==> src/rtl/nand_gate.sv <==
// Buffered bitwise NAND: WIDTH independent lanes feeding a DEPTH-entry result FIFO with valid/ready handshakes.
// Optional delivered-result counter (txn_count) is built only when NAND_GATE_STATS_EN is defined.
module nand_gate #(
  parameter int WIDTH = 1,
  parameter int DEPTH = 2
) (
  input  logic             clk,
  input  logic             rst,
  input  logic             in_valid,
  output logic             in_ready,
  input  logic [WIDTH-1:0] a,
  input  logic [WIDTH-1:0] b,
  output logic             out_valid,
  input  logic             out_ready,
  output logic [WIDTH-1:0] y
`ifdef NAND_GATE_STATS_EN
  ,
  output logic [15:0]      txn_count
`endif
);

  localparam int PTR_W = (DEPTH > 2) ? 2 : 1;
  localparam int CNT_W = PTR_W + 1;
  localparam logic [CNT_W-1:0] DEPTH_C  = CNT_W'(DEPTH);
  localparam logic [PTR_W-1:0] PTR_LAST = PTR_W'(DEPTH - 1);

  logic [WIDTH-1:0] mem_q [DEPTH];
  logic [WIDTH-1:0] mem_d [DEPTH];
  logic [PTR_W-1:0] wr_ptr_q, wr_ptr_d;
  logic [PTR_W-1:0] rd_ptr_q, rd_ptr_d;
  logic [CNT_W-1:0] count_q, count_d;
  logic [WIDTH-1:0] y_q, y_d;
  logic             out_valid_q, out_valid_d;
  logic             push_s, pop_s;
`ifdef NAND_GATE_STATS_EN
  logic [15:0]      txn_count_q, txn_count_d;
`endif

  // in_ready is forced low by reset so a push can never land in the reset cycle.
  assign in_ready  = (count_q < DEPTH_C) && !rst;
  assign out_valid = out_valid_q;
  assign y         = y_q;
  assign push_s    = in_valid && in_ready;
  assign pop_s     = out_valid_q && out_ready;

  // Next-state: pointers, occupancy, storage and the registered head view.
  always_comb begin
    mem_d    = mem_q;
    wr_ptr_d = wr_ptr_q;
    rd_ptr_d = rd_ptr_q;
    if (push_s) begin
      mem_d[wr_ptr_q] = ~(a & b);
      wr_ptr_d = (wr_ptr_q == PTR_LAST) ? {PTR_W{1'b0}} : wr_ptr_q + PTR_W'(1);
    end else begin
      wr_ptr_d = wr_ptr_q;
    end
    if (pop_s) begin
      rd_ptr_d = (rd_ptr_q == PTR_LAST) ? {PTR_W{1'b0}} : rd_ptr_q + PTR_W'(1);
    end else begin
      rd_ptr_d = rd_ptr_q;
    end
    case ({push_s, pop_s})
      2'b10:   count_d = count_q + CNT_W'(1);
      2'b01:   count_d = count_q - CNT_W'(1);
      default: count_d = count_q;
    endcase
    out_valid_d = (count_d != {CNT_W{1'b0}});
    // Present the next head one cycle after it is written; hold y when draining to empty.
    if (out_valid_d) begin
      y_d = mem_d[rd_ptr_d];
    end else begin
      y_d = y_q;
    end
  end

`ifdef NAND_GATE_STATS_EN
  // Delivered-result counter advances on pops only and wraps naturally at 16 bits.
  always_comb begin
    if (pop_s) begin
      txn_count_d = txn_count_q + 16'd1;
    end else begin
      txn_count_d = txn_count_q;
    end
  end

  // Statistics register with synchronous reset.
  always_ff @(posedge clk) begin
    if (rst) begin
      txn_count_q <= 16'd0;
    end else begin
      txn_count_q <= txn_count_d;
    end
  end

  assign txn_count = txn_count_q;
`endif

  // Control state with synchronous reset; reset discards everything buffered.
  always_ff @(posedge clk) begin
    if (rst) begin
      wr_ptr_q    <= {PTR_W{1'b0}};
      rd_ptr_q    <= {PTR_W{1'b0}};
      count_q     <= {CNT_W{1'b0}};
      out_valid_q <= 1'b0;
      y_q         <= {WIDTH{1'b0}};
    end else begin
      wr_ptr_q    <= wr_ptr_d;
      rd_ptr_q    <= rd_ptr_d;
      count_q     <= count_d;
      out_valid_q <= out_valid_d;
      y_q         <= y_d;
    end
  end

  // Result storage needs no reset: entries are only visible once counted.
  always_ff @(posedge clk) begin
    mem_q <= mem_d;
  end

endmodule

==> config.mk <==
export PLATFORM = sky130hd
export DESIGN_NAME = nand_gate
export DESIGN_NICKNAME = d
export VERILOG_FILES = /design/src/rtl/nand_gate.sv
export SDC_FILE = /design/constraint.sdc
export NUM_CORES = 1
export LEC_CHECK = 0
export BUFFER_PORTS_ARGS = -buffer_cell sky130_fd_sc_hd__buf_2
export CORE_AREA = 2 2 39 41
export CTS_CLUSTER_DIAMETER = 100
export DETAILED_ROUTE_END_ITERATION = 6
export DIE_AREA = 0 0 41 43
export SYNTH_ARGS = -nofsm -noshare
export SYNTH_HDL_FRONTEND = slang
export SYNTH_SLANG_ARGS = --single-unit
==> constraint.sdc <==
create_clock -name clk -period 1.8 [get_ports clk]
set_input_delay 0.18 -clock clk [delete_from_list [all_inputs] [get_ports clk]]
set_output_delay 0.18 -clock clk [all_outputs]
set_load 0.005 [all_outputs]
## After elaboration in Yosys (flattened, before gate mapping)

Index checks and enable logic that the tools add are counted.

| word-level totals | value |
|---|---|
| register bits | 8 |
| latch bits | 0 |
| memory bits (writable) | 0 |
| ROM bits | 0 |
| output and inout bits | 3 |
| memories | 0 |

| operators by class | value |
|---|---|
| $add $sub $neg | 4 |
| $mul | 0 |
| div/mod/pow operators | 0 |
| magnitude comparators | 4 |
| equal/unequal tests | 2 |
| shift-type cells | 0 |
| mux-type cells | 11 |
| bitwise gates (word level) | 4 |
| reduce and logical (&&, ||, !) cells | 6 |

Operators with widths:

| cell | count |
|---|---|
| 1-bit two-way mux | 7 |
| 2-bit >= comparator (second input constant) | 2 |
| 1-bit logical AND | 4 |
| 1-bit NOT with 2-bit output | 2 |
| 2-bit one-hot mux with 2 select lines | 1 |
| 1-bit adder (second input constant) | 2 |
| 2-bit by 1-bit adder with 2-bit output (second input constant) | 1 |
| 2-bit bitwise mux | 1 |
| 2-bit by 1-bit == test with 1-bit output (second input constant) | 1 |
| 2-bit == test (second input constant) | 1 |
| 2-bit by 1-bit < comparator with 1-bit output (second input constant) | 1 |
| 2-bit < comparator (second input constant) | 1 |
| 2-bit two-way mux | 1 |
| 2-bit nonzero test | 1 |
| 2-bit by 1-bit subtractor with 2-bit output (second input constant) | 1 |
| 1-bit bitwise AND | 1 |
| 1-bit demux with 1-bit select | 1 |
| 1-bit logical NOT | 1 |
| 1-bit NOT | 1 |

## Depth between registers and ports, before layout

| depth | value |
|---|---|
| depth in word-level cells | 10 |
| mapped depth | 8 |
| gate-level depth less buffers | 7 |

## Worst setup path before layout

OpenSTA, ideal clock, no wires.

| timing | value |
|---|---|
| path type | register to register |
| start | register count_q[1] |
| end | register y_q (netlist: y) |
| library setup time | 0.079 ns |
| data arrival time | 1.534 ns |
| required time | 1.721 ns |
| slack | 0.186 ns |
| stages on the path, launching flop included | 8 |
| path through | dfxtp_1 nor2_1 nand2_1 ha_1 nor3b_1 a31oi_1 nor2_1 a211oi_2 |

| between the ends | value |
|---|---|
| cells in the longest elaborated chain, start to end | 7 |
| elaborated cells on any way between the ends | 13 |

RTL lines:

| what | line | source |
|---|---|---|
| start, declared | 31 | `logic [CNT_W-1:0] count_q, count_d;` |
| start signal, assigned | 103 | `count_q <= {CNT_W{1'b0}};` |
| start signal, assigned | 109 | `count_q <= count_d;` |
| 2-bit < comparator (*) | 40 | `assign in_ready = (count_q < DEPTH_C) && !rst;` |
| 1-bit logical AND (*) | 40 |  |
| via in_ready | 10 | `output logic in_ready,` |
| 1-bit logical AND (*) | 43 | `assign push_s = in_valid && in_ready;` |
| 2-bit two-way mux | 51 | `if (push_s) begin` |
| 1-bit two-way mux (implied by the code) (3 in series) | 70 | `y_d = mem_d[rd_ptr_d];` |
| end signal, assigned | 105 | `y_q <= {WIDTH{1'b0}};` |
| end signal, assigned | 111 | `y_q <= y_d;` |
| end, declared | 32 | `logic [WIDTH-1:0] y_q, y_d;` |

Mark *: on every way through the listed nets, which the timed path passes. The rest lies on a longest branch. The select of a mux whose other input is x is not followed.
A chain may end at the register's enable or synchronous reset.

## Worst setup path after layout

| timing | value |
|---|---|
| start | register count_q[1] |
| end | register y_q (netlist: y) |

| between the ends | value |
|---|---|
| cells in the longest elaborated chain, start to end | 7 |
| elaborated cells on any way between the ends | 13 |

RTL lines:

| what | line |
|---|---|
| 2-bit < comparator | 40 |
| 1-bit logical AND | 40 |
| 1-bit logical AND | 43 |
| 2-bit two-way mux | 51 |
| 1-bit two-way mux (implied by the code) (3 in series) | 70 |

Several ways; a longest one is shown, not always the timed one. The select of a mux whose other input is x is not followed.

==> results.yml <==
timing:
  fin_tns_setup_ns: 0
  setup_viol: 0
  rsz0062_at_grt: "no"
  fin_skew_ns: 0.00582
  timing.final.crit_share: 0.889
  slew_violations: 0
  period_needed_ns: 1.60
  setup_ws_ns: 0.199
  worstMarginPinSlew_ns: 0.257
  finalHoldViolCount: 0
  slew_headroom: 0.828
  fmax_mhz: 625
clock_network:
  cts_made_buffers: 3
  cts_resized: 0
  clockRootBuffer: "clkbuf_4"
  cts_tree: "yes"
  path_clk_slew_ns: 0.06
  clk_path_buf_depth: 2
  clock_sinks: 8
  postCtsHoldBufs: 0
  clkLatencyLatePin_ns: 0.26
  cts_setup_buffers: 0
  htreeDepth: 1
drt:
  wl_per_cell_microns: 9.48
  via_count: 292
  routed_wl_microns: 626
  drtIter0Drc: 1
  ant_nets: 0
  drcViolationCount: 0
  viasPerCell: 4.42
  dr.pass1.iters: 4
synth:
  synth_mux_area_frac: 0.0915
  syn_inst: 38
  synth_top_family_by_area: "simple AND/OR/NAND/NOR gates"
  syn_area_sq_um: 383
  yosys_register_bits: 8
  syn-mean-instance-area_sq_um: 10.1
  synth_compound_gate_area_share: 0.0915
  synth_cell_types: 19
  syn_nets: 45
  synth_warnings: 0
  synth_xor_area_frac: 0.114
  seq_area_frac_synth: 0.418
  yosys.area_share.adder: 0.0327
  yosys.area_share.simple: 0.193
setup_path:
  cpPeakStageDelay_ns: 0.36
  arrival_ns: 1.78
  critPathLaunchType: "register"
  worstSetupPathType: "reg2reg"
  cp_max_fo: 5
  critical_path.top_delay_family: "simple AND/OR/NAND/NOR gates"
  crit_buf_inv: 0
  cpMostUsedCell: "nor2_1"
  cp-end-kind: "register"
  slowest_stage: "ha_1"
  required_ns: 1.98
  path_cells: "nor2_1 -> nand2_1 -> ha_1 -> nor3b_1 -> a31oi_1 -> nor2_1 -> a211oi_2"
run_status:
  status: "complete, no violations"
floorplan:
  fp.dieH_microns: 43
  die_x_microns: 41
  pin_count: 9
  row_count: 14
  start_util: 0.277
  core_area_sq_mm: 0.00138
  die_area_sq_mm: 0.00176
global_routing:
  grt_overflow: 0
  antenna_found_initial: 0
  grt_first_pass_wirelength_microns: 1060
  grt_max_degree: 9
  grt.total_usage: 0.0980
  grt_pass1_vias: 271
placed_design:
  placed_area_sq_um: 447
  place_ws_ns: 0.189
  hpwlAfterDp_microns: 496
  portBuffers: 8
  place.gp.congestion: 0.615
layout:
  fillers: 154
  diodes: 0
  drive_gt1_frac: 0.320
  final_cell_area_sq_um: 469
  fin_nets: 59
  syn2layout_area_growth_pct: 22.5
min_path:
  worstHoldPathType: "in2reg"
power_and_ir_drop:
  ir_drop_mv: 0.513
  power_density_mw_per_mm2: 1480
  p_leak_nw: 0.218
run:
  max-cap-violations: 0
worst register-to-register path, stage by stage, from the launching register on:
cell and delay (ns):
dfxtp_1 0.30, nor2_1 0.14, nand2_1 0.10, ha_1 0.36, nor3b_1 0.16, a31oi_1 0.21
nor2_1 0.08, a211oi_2 0.18
power breakdown:
part / switching, mW / internal, mW
Sequential: 0.0333 / 0.244
Combinational: 0.134 / 0.143
Clock: 0.0626 / 0.0764
Total: 0.230 / 0.463
state kept, by name (all words and copies together), names as in the netlist:
name	flops
out_valid	1
mem_q	2
count_q	2
y	1
rd_ptr_q	1
wr_ptr_q	1
final cells by class:
| type | instances | area [sq um] | share of cell area |
|---|---|---|---|
| clock buffer | 3 | 22.5 | 0.0480 |
| inverter | 3 | 11.3 | 0.0240 |
| multi-input combinational | 26 | 200 | 0.427 |
| sequential | 8 | 160 | 0.341 |
| tap | 16 | 20.0 | 0.0427 |
| timing repair buffer | 10 | 55.1 | 0.117 |
logic make-up after synthesis:
kind of cell	after synthesis
fa+ha+maj	1
buf+inv	4
mux	3
simple gates	12
xor+xnor	5
compound gates	5
flops	8
cell usage after synthesis (all sizes together):
library cell  number  share of area
or3                1          0.016
nand2              2          0.020
buf                1          0.029
ha                 1          0.033
a211oi             1          0.033
a31oi              2          0.033
xnor2              2          0.046
xor2               3          0.069
a21oi              1          0.013
inv                3          0.029
and4bb             1          0.033
nor3b              1          0.020
o21ai              1          0.013
dfxtp              8           0.42
mux2               1          0.039
nor2               5          0.049
and2               1          0.016
mux2i              2          0.052
nor4b              1          0.039
layout by cell type, fill, tap and decap left out, types with 2 or more instances in the layout:
cell type,Yosys,final
xnor2_1,2,2
a31oi_1,2,2
mux2i_1,2,2
nand2_1,2,2
xor2_1,3,3
inv_1,3,3
buf_4,0,2
dfxtp_1,8,8
nor2_1,5,5
clkbuf_4,0,3
buf_2,0,8
per-stage QoR:
| step | power, mW | hold slack, ns | utilization | cells |
|---|---|---|---|---|
| CTS | 0.703 | 0.239 | 0.339 | 66 |
| global route | 0.746 | 0.254 | 0.339 | 66 |
| floorplan | 0.486 | 0.365 | - | 38 |
| detailed placement | 0.559 | 0.451 | 0.323 | 63 |
| finish | 0.693 | 0.243 | 0.339 | 66 |
| global placement | 0.553 | 0.436 | 0.323 | 63 |
routing by layer:
metal / GRT usage / wire (microns) / vias to the layer above
li1: - / - / 154
met1: 0.118 / 289 / 127
met2: 0.113 / 265 / 9
met3: 0.0524 / 51 / 2
met4: 0.100 / 19 / 0
met5: 0 / 0 / -
final timing paths:
| check | end | start | cells after the start | slack [ns] |
|---|---|---|---|---|
| max | y | count_q[1] | 7 | 0.20 |
| min | y | rst | 3 | 0.24 |
| max reg2reg | y | count_q[1] | 7 | 0.20 |
| min reg2reg | mem_q[1] | mem_q[1] | 2 | 0.46 |
Note: power is estimated with default switching activity, not from simulation.
